==> src/rtl/dma_priority_resolver.sv <==
// ---------------------------------------------------------------------------
// dma_priority_resolver
//
// Channel request front end of an 8237A-style DMA controller. Qualifies the
// raw DREQ pins against the mask register, software requests and the DREQ
// sense polarity. It then arbitrates between the four channels in fixed or
// rotating priority and presents a single one-hot VALID_DREQn to
// timing/control. While timing/control services the winner, this block
// drives that channel's DACK pin.
//
// Handshake: VALID_DREQn is the request ("valid") toward timing/control and
// VALID_DACK is its acceptance ("ready"). Once VALID_DREQn rises, the chosen
// channel is frozen until one of two things happens:
//   - the request is withdrawn before acceptance (cand drops in REQ), or
//   - the service that started with VALID_DACK=1 ends, on eop or when
//     VALID_DACK falls.
// VALID_DREQn never changes channel while it is high.
//
// Configuration macro:
//   DMA_PR_DREQ_SYNC_EN - adds one synchronizer flop in front of the DREQ
//                         sense register. The sense register then acts as the
//                         second synchronizer stage, so DREQ to VALID_DREQn
//                         takes 3 edges instead of 2.
//
// Debug: state_dbg exposes the FSM state (0=IDLE, 1=REQ, 2=SVC) and
// ptr_dbg exposes the rotating-priority pointer.
// ---------------------------------------------------------------------------
module dma_priority_resolver #(
   parameter int NCH   = 4,
   parameter int PTR_W = 2
) (
   input  logic             CLK,
   input  logic             RESET,
   input  logic [NCH-1:0]   DREQ,
   input  logic [NCH-1:0]   mask,
   input  logic [NCH-1:0]   sw_req,
   input  logic             cmd_disable,
   input  logic             cmd_rot_pri,
   input  logic             cmd_dreq_low,
   input  logic             cmd_dack_high,
   input  logic             hrq,
   input  logic             VALID_DACK,
   input  logic             eop,
   output logic             VALID_DREQ0,
   output logic             VALID_DREQ1,
   output logic             VALID_DREQ2,
   output logic             VALID_DREQ3,
   output logic [NCH-1:0]   DACK,
   output logic [PTR_W-1:0] active_ch,
   output logic [NCH-1:0]   sw_req_clr,
   output logic [1:0]       state_dbg,
   output logic [PTR_W-1:0] ptr_dbg
);

   typedef enum logic [1:0] {
      ST_IDLE = 2'd0,
      ST_REQ  = 2'd1,
      ST_SVC  = 2'd2
   } state_t;

   state_t           state_q, state_n;
   logic [PTR_W-1:0] act_q,   act_n;
   logic [PTR_W-1:0] ptr_q,   ptr_n;
   logic [NCH-1:0]   valid_q, valid_n;
   logic [NCH-1:0]   dack_q,  dack_n;
   logic [NCH-1:0]   clr_q,   clr_n;

   // DREQ after sensing: 1 = channel requesting, regardless of pin polarity
   logic [NCH-1:0]   dreq_q;
   logic [NCH-1:0]   cand;
   logic [PTR_W-1:0] win_ch;
   logic             win_found;
   logic [PTR_W-1:0] scan_base;
   logic [PTR_W-1:0] scan_idx;

   function automatic logic [NCH-1:0] ch_onehot(input logic [PTR_W-1:0] ch);
      logic [NCH-1:0] oh;
      oh     = '0;
      oh[ch] = 1'b1;
      return oh;
   endfunction

   // ------------------------------------------------------------------------
   // DREQ input stage
   // ------------------------------------------------------------------------
`ifdef DMA_PR_DREQ_SYNC_EN
   logic [NCH-1:0] dreq_meta_q;

   // First synchronizer flop holds the raw pin level; the sense register is
   // the second stage. On reset it holds the inactive pin level, so no
   // request is seen for the current polarity.
   always_ff @(posedge CLK) begin
      if (RESET) begin
         dreq_meta_q <= {NCH{cmd_dreq_low}};
         dreq_q      <= '0;
      end else begin
         dreq_meta_q <= DREQ;
         dreq_q      <= dreq_meta_q ^ {NCH{cmd_dreq_low}};
      end
   end
`else
   // DREQ is treated as synchronous to CLK: one sense register applies the
   // polarity.
   always_ff @(posedge CLK) begin
      if (RESET) begin
         dreq_q <= '0;
      end else begin
         dreq_q <= DREQ ^ {NCH{cmd_dreq_low}};
      end
   end
`endif

   // Candidate set: hardware requests honour the mask, software requests
   // always count.
   assign cand = (dreq_q & ~mask) | sw_req;

   // ------------------------------------------------------------------------
   // Arbitration
   // ------------------------------------------------------------------------
   // Priority scan. The scan starts at channel 0 in fixed mode and at the
   // pointer in rotating mode. It runs from the lowest priority to the
   // highest, so the highest-priority requester is written last and wins.
   always_comb begin
      scan_base = cmd_rot_pri ? ptr_q : '0;
      scan_idx  = '0;
      win_ch    = scan_base;
      win_found = 1'b0;
      for (int k = NCH - 1; k >= 0; k--) begin
         scan_idx = scan_base + PTR_W'(k);
         if (cand[scan_idx]) begin
            win_ch    = scan_idx;
            win_found = 1'b1;
         end
      end
   end

   // ------------------------------------------------------------------------
   // Request / service FSM
   // ------------------------------------------------------------------------
   // State and output registers.
   always_ff @(posedge CLK) begin
      if (RESET) begin
         state_q <= ST_IDLE;
         act_q   <= '0;
         ptr_q   <= '0;
         valid_q <= '0;
         dack_q  <= '0;
         clr_q   <= '0;
      end else begin
         state_q <= state_n;
         act_q   <= act_n;
         ptr_q   <= ptr_n;
         valid_q <= valid_n;
         dack_q  <= dack_n;
         clr_q   <= clr_n;
      end
   end

   // Next-state and next-output logic. The request and acknowledge outputs
   // are registered, so each decision appears on the pins one edge later.
   always_comb begin
      state_n = state_q;
      act_n   = act_q;
      ptr_n   = ptr_q;
      valid_n = valid_q;
      dack_n  = dack_q;
      clr_n   = '0;

      case (state_q)
         ST_IDLE: begin
            // New arbitration only while enabled and not already holding the bus.
            if (win_found && !cmd_disable && !hrq) begin
               act_n   = win_ch;
               valid_n = ch_onehot(win_ch);
               state_n = ST_REQ;
            end
         end

         ST_REQ: begin
            // The winner stays frozen here. A later higher-priority request
            // does not preempt it, and cmd_disable does not cancel it.
            if (VALID_DACK) begin
               dack_n  = ch_onehot(act_q);
               state_n = ST_SVC;
            end else if (!cand[act_q]) begin
               valid_n = '0;
               state_n = ST_IDLE;
            end
         end

         ST_SVC: begin
            // eop wins over a VALID_DACK fall in the same cycle, so the
            // software request is still cleared in that case.
            if (eop || !VALID_DACK) begin
               valid_n = '0;
               dack_n  = '0;
               if (eop) begin
                  clr_n = ch_onehot(act_q);
               end
               if (cmd_rot_pri) begin
                  ptr_n = act_q + PTR_W'(1);
               end
               state_n = ST_IDLE;
            end
         end

         default: begin
            valid_n = '0;
            dack_n  = '0;
            state_n = ST_IDLE;
         end
      endcase
   end

   // ------------------------------------------------------------------------
   // Outputs
   // ------------------------------------------------------------------------
   assign VALID_DREQ0 = valid_q[0];
   assign VALID_DREQ1 = valid_q[1];
   assign VALID_DREQ2 = valid_q[2];
   assign VALID_DREQ3 = valid_q[3];

   // dack_q holds the active level. The pin polarity follows the command
   // bit directly, so a polarity change applies without waiting for an edge.
   assign DACK       = cmd_dack_high ? dack_q : ~dack_q;
   assign active_ch  = act_q;
   assign sw_req_clr = clr_q;
   assign state_dbg  = state_q;
   assign ptr_dbg    = ptr_q;

endmodule
==> config.mk <==
export PLATFORM = sky130hd
export DESIGN_NAME = dma_priority_resolver
export DESIGN_NICKNAME = d
export VERILOG_FILES = /design/src/rtl/dma_priority_resolver.sv
export SDC_FILE = /design/constraint.sdc
export NUM_CORES = 1
export LEC_CHECK = 0
export CORE_ASPECT_RATIO = 1.25
export CORE_UTILIZATION = 46
export CTS_BUF_LIST = sky130_fd_sc_hd__clkbuf_16
export DETAILED_ROUTE_END_ITERATION = 16
export PLACE_DENSITY_LB_ADDON = 0.08
export SETUP_SLACK_MARGIN = 0.15
export SLEW_MARGIN = 15
export SYNTH_ARGS = -nofsm -noshare
export SYNTH_HDL_FRONTEND = slang
export SYNTH_SLANG_ARGS = --single-unit
==> constraint.sdc <==
create_clock -name CLK -period 2.3 [get_ports CLK]
set_clock_uncertainty 0.1 [all_clocks]
set_input_delay 0.23 -clock CLK [delete_from_list [all_inputs] [get_ports CLK]]
set_output_delay 0.23 -clock CLK [all_outputs]
set_load 0.005 [all_outputs]
==> run_results.csv <==
group,metric,value,unit
placed_design,io_buffers,38,
clock_tree,clock_path_buffers,2,
final_layout,final_area,1920,um2
timing,fin_crit_sh,0.906,
logic_synthesis,synth-xor-area-share,0.0568,
final_layout,drive_above_1_share,0.183,
power_and_ir_drop,fin_total_pwr,1.11,mW
floorplan,coreArea,2480,um2
placed_design,dp_cells,215,
route,vias,1252,
clock_tree,htreeDepth,1,
critical_path,critical_path_arrival,2160,ps
grt,grt_pass1_vias,1196,
worst_hold_path,hp-class,"flop to flop",
final_layout,synthToLayoutAreaGrowth,55.6,%
final_layout,multiInputGateArea,860,um2
logic_synthesis,ys_types,42,
grt,grt_pass1_wl,5.53,mm
timing,setup_viol_count_final,0,
logic_synthesis,synth-seq-cells,22,
grt,grt_usage,0.247,
critical_path,reg2reg_from,"dreq_q[0]",
critical_path,path_delay_family,"buffers and inverters",
route,avgRoutedWirePerCell,15.2,um
clock_tree,cts.sinks,22,
logic_synthesis,netlist_area,1230,um2
critical_path,startpoint_type,"primary input",
floorplan,num_rows,20,
final_layout,final-seq-area,442,um2
logic_synthesis,synth_compound_area_frac,0.255,
status,outcome,"complete, no violations",
logic_synthesis,syn_inst,138,
route,via_per_inst,5.72,
logic_synthesis,muxShareOfSynthArea,0.0527,
critical_path,crit_path_max_fanout,6,
clock_tree,ctsRootBufferMaster,"clkbuf_16",
critical_path,cp.depth,7,
placed_design,place_ws,-161,ps
placed_design,dp_hpwl,2.38,mm
critical_path,cp_slowest_cell,"clkdlybuf4s50_1",
floorplan,dieArea,2890,um2
clock_tree,worstSkewPairLatency,260,ps
logic_synthesis,syn_area_per_cell,8.94,um2
clock_tree,cts_hold_buf,0,
grt,grt_max_degree,14,
floorplan,start_util,0.498,
timing,drv_slew,0,
logic_synthesis,yosys.area_share.simple,0.217,
route,drt_first_iter_violations,30,
floorplan,io-pin-count,39,
clock_tree,clk_pin_slew_worst_paths,60,ps
final_layout,stdcell_count,219,
critical_path,crit_start,"sw_req[3]",
timing,clock.fmax,480,MHz
power_and_ir_drop,powerDensity,577,nW/um2
critical_path,path_cells,"clkdlybuf4s50_1 > nor2_4 > mux4_2 > o21ai_4 > a21oi_2 > or2_4 > o31ai_4",
critical_path,crit_required,2370,ps
placed_design,gp_congestion,0.952,
critical_path,worstSetupPathType,"primary input to flop",
logic_synthesis,async_reset_ff_frac,0,
clock_tree,cts_buffers,3,
final_layout,layout_common_cells,"clkdlybuf4s50_1 (36), dfxtp_1 (21), nor2_1 (16)",
timing,timing.final.ws_setup,216,ps
timing,rsz0062_at_grt,"no",
critical_path,critPathMaxStageDelay,610,ps
worst_hold_path,min_from,"valid_q[0]",
grt,grt_antenna_before_repair,0,
power_and_ir_drop,p_leak,0.736,nW
placed_design,dpl_cell_area,1720,um2
grt,grt-ovfl-total,0,
logic_synthesis,synth_top_family_by_area,"compound AO/OA/AOI/OAI gates",
floorplan,die_h,59.9,um
route,firstDrtPassIters,4,
timing,relSlewSlack,0.639,
final_layout,insertedDiodeCount,0,
route,ant_nets,0,
final_layout,final_nets,212,
route,drc,0,
timing,hold_violations,0,
final_layout,nFillCells,170,
floorplan,die-width,48.3,um
clock_tree,cts_tree,"done",
final_layout,final_common_cell,"clkdlybuf4s50_1",
logic_synthesis,syn_nets,163,
logic_synthesis,ys_seq_area_frac,0.357,
power_and_ir_drop,vdd_ir_drop_max,342,uV
critical_path,worst-path-buf-inv,1,
critical_path,rr_worst_depth,7,
flow_run,drv_cap,0,
timing,post-route-min-period,2080,ps
critical_path,endpoint_kind,"flop",
logic_synthesis,synth-adder-area-share,0.0406,
logic_synthesis,synth_edf_count,0,
timing,worst_pin_slew,537,ps
logic_synthesis,ys_warn_count,0,
route,drt-total-wl,3.33,mm
worst_hold_path,holdPathStages,1,
logic_synthesis,synth_top_flop_cell,"dfxtp_1",
==> synthesized netlist by cell type, drive strengths merged, types with 3 or more instances <==
library cell  count  area, um2
o22ai             3       18.8
nand2b            4       25.0
inv               3       11.3
nor2b             6       40.0
a21oi             7       42.5
clkbuf            4       15.0
nand2             8       32.5
nor2             18       67.6
xnor2             8       70.1
dfxtp            22        440
o21ai             6       33.8
ha                4       50.1
a22oi             4       30.0
and2              6       37.5
nor3              3       15.0
==> cell type report <==
type                            count  area share
Multi-Input combinational cell    109       0.448
Timing Repair Buffer               48       0.240
Sequential cell                    22       0.230
Clock buffer                        3      0.0391
Tap cell                           33      0.0215
Clock inverter                      1      0.0156
Inverter                            3     0.00587
==> power breakdown <==
group	internal (mW)	switching, mW
clock network	0.346	0.146
logic	0.115	0.0971
registers	0.394	0.00953
total	0.855	0.252
==> metal layers <==
layer	track usage	vias to the layer above	routed length, um
li1	-	601	-
met1	0.298	581	1370
met2	0.459	62	1730
met3	0.0254	8	156
met4	0.0882	0	76
met5	0	-	0
==> metrics by stage <==
stage                     TNS (ps)  utilization  hold slack, ps
final                            0        0.775             365
after global routing             0        0.775             395
after CTS                        0        0.736             369
after detailed placement      -548        0.692             350
after global placement        -251        0.692             340
after floorplan                  0            -             202
==> path summary, 6_finish.rpt <==
| kind | slack (ps) | end |
|---|---|---|
| setup / recovery | 220 | valid_q[3] |
| hold / removal | 370 | valid_q[0] |
| setup reg to reg | 300 | valid_q[3] |
| hold reg to reg | 370 | valid_q[0] |
==> sequential cells by signal (all words and copies together), names as in the netlist <==
signal and count:
state_dbg 2, ptr_dbg 2, active_ch 2, valid_q 4, dack_q 4, sw_req_clr 4, dreq_q 4
==> timing repair <==
item                                    CTS  global route
pin swaps                                 0             1
endpoints found under the setup margin    4             6
gates resized for setup                   1            20
buffers inserted                          0             0
==> logic make-up after synthesis <==
logic type / Yosys count
mux: 4
buf+inv: 7
flops: 22
fa+ha+maj: 4
simple gates: 51
xor+xnor: 8
compound gates: 42
Note: power is estimated with default switching activity, not from simulation.
==> variant 1: new RTL, config.mk and constraints unchanged <==
Set the parameter `NCH` to 6 (it was 4).
--- a/src/rtl/dma_priority_resolver.sv
+++ b/src/rtl/dma_priority_resolver.sv
@@ -26,7 +26,7 @@
 // ptr_dbg exposes the rotating-priority pointer.
 // ---------------------------------------------------------------------------
 module dma_priority_resolver #(
-   parameter int NCH   = 4,
+   parameter int NCH   = 6,
    parameter int PTR_W = 2
 ) (
    input  logic             CLK,
Interface: changed (5 resized); port bits go from 39 to 49. No check against the original RTL was run, so the function may have changed too.
==> variant 1 against the original RTL <==
  * Routed wire length up 5.0%
  * Hold slack worse by 0.0045 ns
  * Count of clock-buffer cells in the layout unchanged
  * Worst setup slack worse by 0.012 ns
  * Largest power group unchanged
  * Sequential share of layout area down 0.41 points
  * Design area up 2.1%
  * Clock power down 1%
  * Core utilization up 0.83 points
  * Sequential cell count unchanged
  * Total power down 0.90%
  * Non-clock buffer count up 9
  * Area after synthesis up 1.2%
==> variant 1: results (changes against the original RTL) <==
metric,value,unit,change
status,completed,,
yosysSeqAreaShare,0.3527,,-0.004293
preCtsSetupSlack,-0.09618,ns,+0.06434 ns
grt_pass1_vias,1156,,-3.3%
synth_cell_type_count,44,,+4.8%
portBuffers,40,,+5.3%
cp_data_arrival_time,2.14,ns,-0.02 ns
num_vias,1255,,+0.24%
grt_usage,0.2261,,-0.02062
drive_gt1_frac,0.2030,,+0.02025
grt_pass1_wl,5078,um,-8.2%
drt_pass1_iterations,4,,unchanged
grt_max_degree,15,,+1
synthTopCellsByArea,"dfxtp_1 (35%), nor2_1 (6.0%), xnor2_1 (5.6%)",,
netlist_top_cells_count,"dfxtp_1 (22), nor2_1 (20), nand2_1 (9), xnor2_1 (8)",,
ir_drop,0.4075,mV,+19%
p_leak,0.8003,nW,+8.8%
synthArstFlopShare,0,,unchanged
fillCellCount,169,,-0.59%
gp_congestion,0.8228,,-14%
wl_per_cell,15.22,um,about the same
synth_warnings,0,,unchanged
nets,229,,+8.0%
dp_hpwl,2376,um,-0.11%
crit_fanout,5,,-1
[variant 1: repair_timing]
| action | CTS | global route |
|---|---|---|
| hold buffers | 0 | 0 |
| buffers inserted | 0 | 5 |
| endpoints found under the setup margin | 1 | 6 |
| gates resized for setup | 1 | 19 |
| pin swaps | 0 | 12 |
[variant 1: stage by stage]
step | cells | utilization | total power, W | cell area, um^2
floorplan | 145 | - | 0.0004983 | 1252
global placement | 221 | 0.6940 | 0.0005834 | 1737
detailed placement | 221 | 0.6940 | 0.0005886 | 1737
CTS | 225 | 0.7390 | 0.001074 | 1849
global route | 230 | 0.7830 | 0.001134 | 1959
finish | 230 | 0.7830 | 0.001097 | 1959
[variant 1: path summary, 6_finish.rpt]
check | to | slack (ns) | depth (start not counted) | startpoint
worst min-delay path | valid_q[3]$_SDFFE_PP0P_ | 0.36 | 1 | valid_q[3]$_SDFFE_PP0P_
worst max-delay path | valid_q[2]$_SDFFE_PP0P_ | 0.20 | 7 | dreq_q[3]$_SDFF_PP0_
worst min register to register | valid_q[3]$_SDFFE_PP0P_ | 0.36 | 1 | valid_q[3]$_SDFFE_PP0P_
worst max register to register | valid_q[2]$_SDFFE_PP0P_ | 0.20 | 7 | dreq_q[3]$_SDFF_PP0_
[variant 1: cells by family (layout without fill, tap and decap cells)]
| family | after synthesis | after routing | share of synthesized area |
|---|---|---|---|
| other | 1 | 2 | 0.003003 |
| buffers and inverters | 14 | 66 | 0.05310 |
| AO/OA/AOI/OAI | 30 | 30 | 0.1864 |
| multiplexers | 5 | 5 | 0.05010 |
| AND/OR/NAND/NOR | 59 | 59 | 0.2455 |
| adder cells (fa/ha/maj) | 4 | 4 | 0.04008 |
| flip-flops | 22 | 22 | 0.3527 |
| XOR/XNOR | 9 | 9 | 0.06914 |
[variant 1: critical path: stages (launching register included)]
cell,delay (ns)
dfxtp_1,0.30
nor2b_2,0.15
or2_4,0.27
mux4_2,0.49
nor3b_2,0.22
nor4_2,0.08
or2_1,0.25
o2bb2ai_1,0.13
[variant 1: metal layers]
metal,part of all wire,wire length (um),vias to the layer above,track usage
met3,0.038,134,7,0.03817
met1,0.40,1403,596,0.2427
met4,0.014,50,0,0.07563
met5,0,0,-,0
met2,0.55,1911,42,0.4464
li1,-,-,610,-
[variant 1: cell type report]
cell class | count | share of cell area
Clock inverter | 1 | 0.01533
Multi-Input combinational cell | 109 | 0.4151
Sequential cell | 22 | 0.2261
Inverter | 5 | 0.009579
Timing Repair Buffer | 57 | 0.2746
Clock buffer | 3 | 0.03831
Tap cell | 33 | 0.02107
[variant 1: power breakdown]
part           total, W  switching (W)  internal, W
registers      0.000402     0.00000853     0.000393
logic          0.000210      0.0000914     0.000119
clock network  0.000485       0.000140     0.000346
total           0.00110       0.000240     0.000858
==> variant 2: new RTL, same settings <==
Made on the original files. Put one more register stage on the output `state_dbg`, with the module's reset. The value now appears one clock later. The other outputs are not delayed to match.
--- a/src/rtl/dma_priority_resolver.sv
+++ b/src/rtl/dma_priority_resolver.sv
@@ -225,7 +225,13 @@
    assign DACK       = cmd_dack_high ? dack_q : ~dack_q;
    assign active_ch  = act_q;
    assign sw_req_clr = clr_q;
-   assign state_dbg  = state_q;
+   always_ff @(posedge CLK) begin
+      if (RESET) begin
+         state_dbg <= '0;
+      end else begin
+         state_dbg <= state_q;
+      end
+   end
    assign ptr_dbg    = ptr_q;
 
 endmodule
Check against the original RTL: not equivalent (a bounded check fails within 4 cycles, from zero or initial values and one cycle with RESET high).
==> variant 2 against the original RTL <==
  * Die area rose by 3.4%
  * Register-to-register slack improved by 0.15 ns
  * Area after synthesis rose by 3.5%
  * Sequential cell count rose by 2
  * Routed wire length fell by 16%
  * Worst setup slack improved by 0.23 ns
  * Design area fell by 7.5%
  * Cell count fell by 3.7%
  * Total power fell by 12%
  * Critical path type is now reg2reg
  * Largest power group is now sequential cells
  * Highest routed layer unchanged
==> variant 2: results (changes against the original RTL) <==
metric,value,unit,change
status,completed,,
cts_resized,0,,-1
cp_data_arrival_time,1.90,ns,-0.26 ns
nets,203,,-4.2%
p_sw_frac,0.2311,,+0.003142
grt_pass1_wl,4533,um,-18%
r2r_cells,6,,-1
startpoint,active_ch[0]$_SDFFE_PP0P_,,
p_leak,0.6396,nW,-13%
gp_congestion,0.7905,,-17%
met2_length,1511,um,-13%
r2r-end,valid_q[1]$_SDFFE_PP0P_,,
grt_pass1_vias,1082,,-9.5%
pg_seq,0.000441,W,+9.4%
fin_cells,211,,-3.7%
routed-wl-met3,167,um,+7.1%
min_from,valid_q[3]$_SDFFE_PP0P_,,
netlist_top_cells_count,"dfxtp_1 (24), nor2_1 (13), a21oi_1 (11), xnor2_1 (8), nand2_1 (7)",,
synth.avg_cell_area,9.257,um^2,+3.5%
yosysSeqAreaShare,0.3761,,+0.01910
crit_fanout,7,,+1
wl_met1,1036,um,-24%
synth-compound-area-share,0.2723,,+0.01772
drive_gt1_frac,0.09040,,-0.09240
ir_drop,0.2640,mV,-23%
drt_iter0_markers,31,,+3.3%
cpMaxStageDelayCell,dfxtp_1,,
worst_slew_pin_slew,0.4791,ns,-0.05800 ns
cpLargestDelayFamily,compound AO/OA/AOI/OAI gates,,
synthTopCellsByArea,"dfxtp_1 (38%), a2111oi_4 (6.5%), xnor2_1 (5.5%)",,
grt_max_degree,18,,+4
comb-power,0.000161,W,-24%
grt_usage,0.2012,,-0.04553
grt_use_met2,0.4070,,-0.05171
fillCellCount,227,,+34%
synthAdderAreaFrac,0.03918,,-0.001391
use_met1,0.1952,,-0.1026
dp_hpwl,2204,um,-7.3%
vias_per_cell,5.550,,-2.9%
r2r_slack,0.45,ns,+0.15 ns
synth_cell_type_count,44,,+4.8%
variant 2: layout make-up:
| class | instances | area share |
|---|---|---|
| Timing Repair Buffer | 40 | 0.2227 |
| Clock inverter | 1 | 0.002114 |
| Sequential cell | 24 | 0.2706 |
| Clock buffer | 3 | 0.04228 |
| Tap cell | 34 | 0.02396 |
| Inverter | 8 | 0.01691 |
| Multi-Input combinational cell | 101 | 0.4214 |
variant 2: metrics by stage:
step                      total power [W]  setup slack [ns]  instance area, um^2  hold slack (ns)    util
after global placement          0.0006074            0.2042                 1697           0.3548  0.6393
after detailed placement        0.0006114            0.2054                 1697           0.3453  0.6393
final                           0.0009746            0.4472                 1775           0.3658  0.6690
after floorplan                 0.0005345            0.6412                 1277           0.2668       -
after global routing             0.001020            0.3445                 1775           0.3835  0.6690
after CTS                       0.0009864            0.4468                 1775           0.3675  0.6690
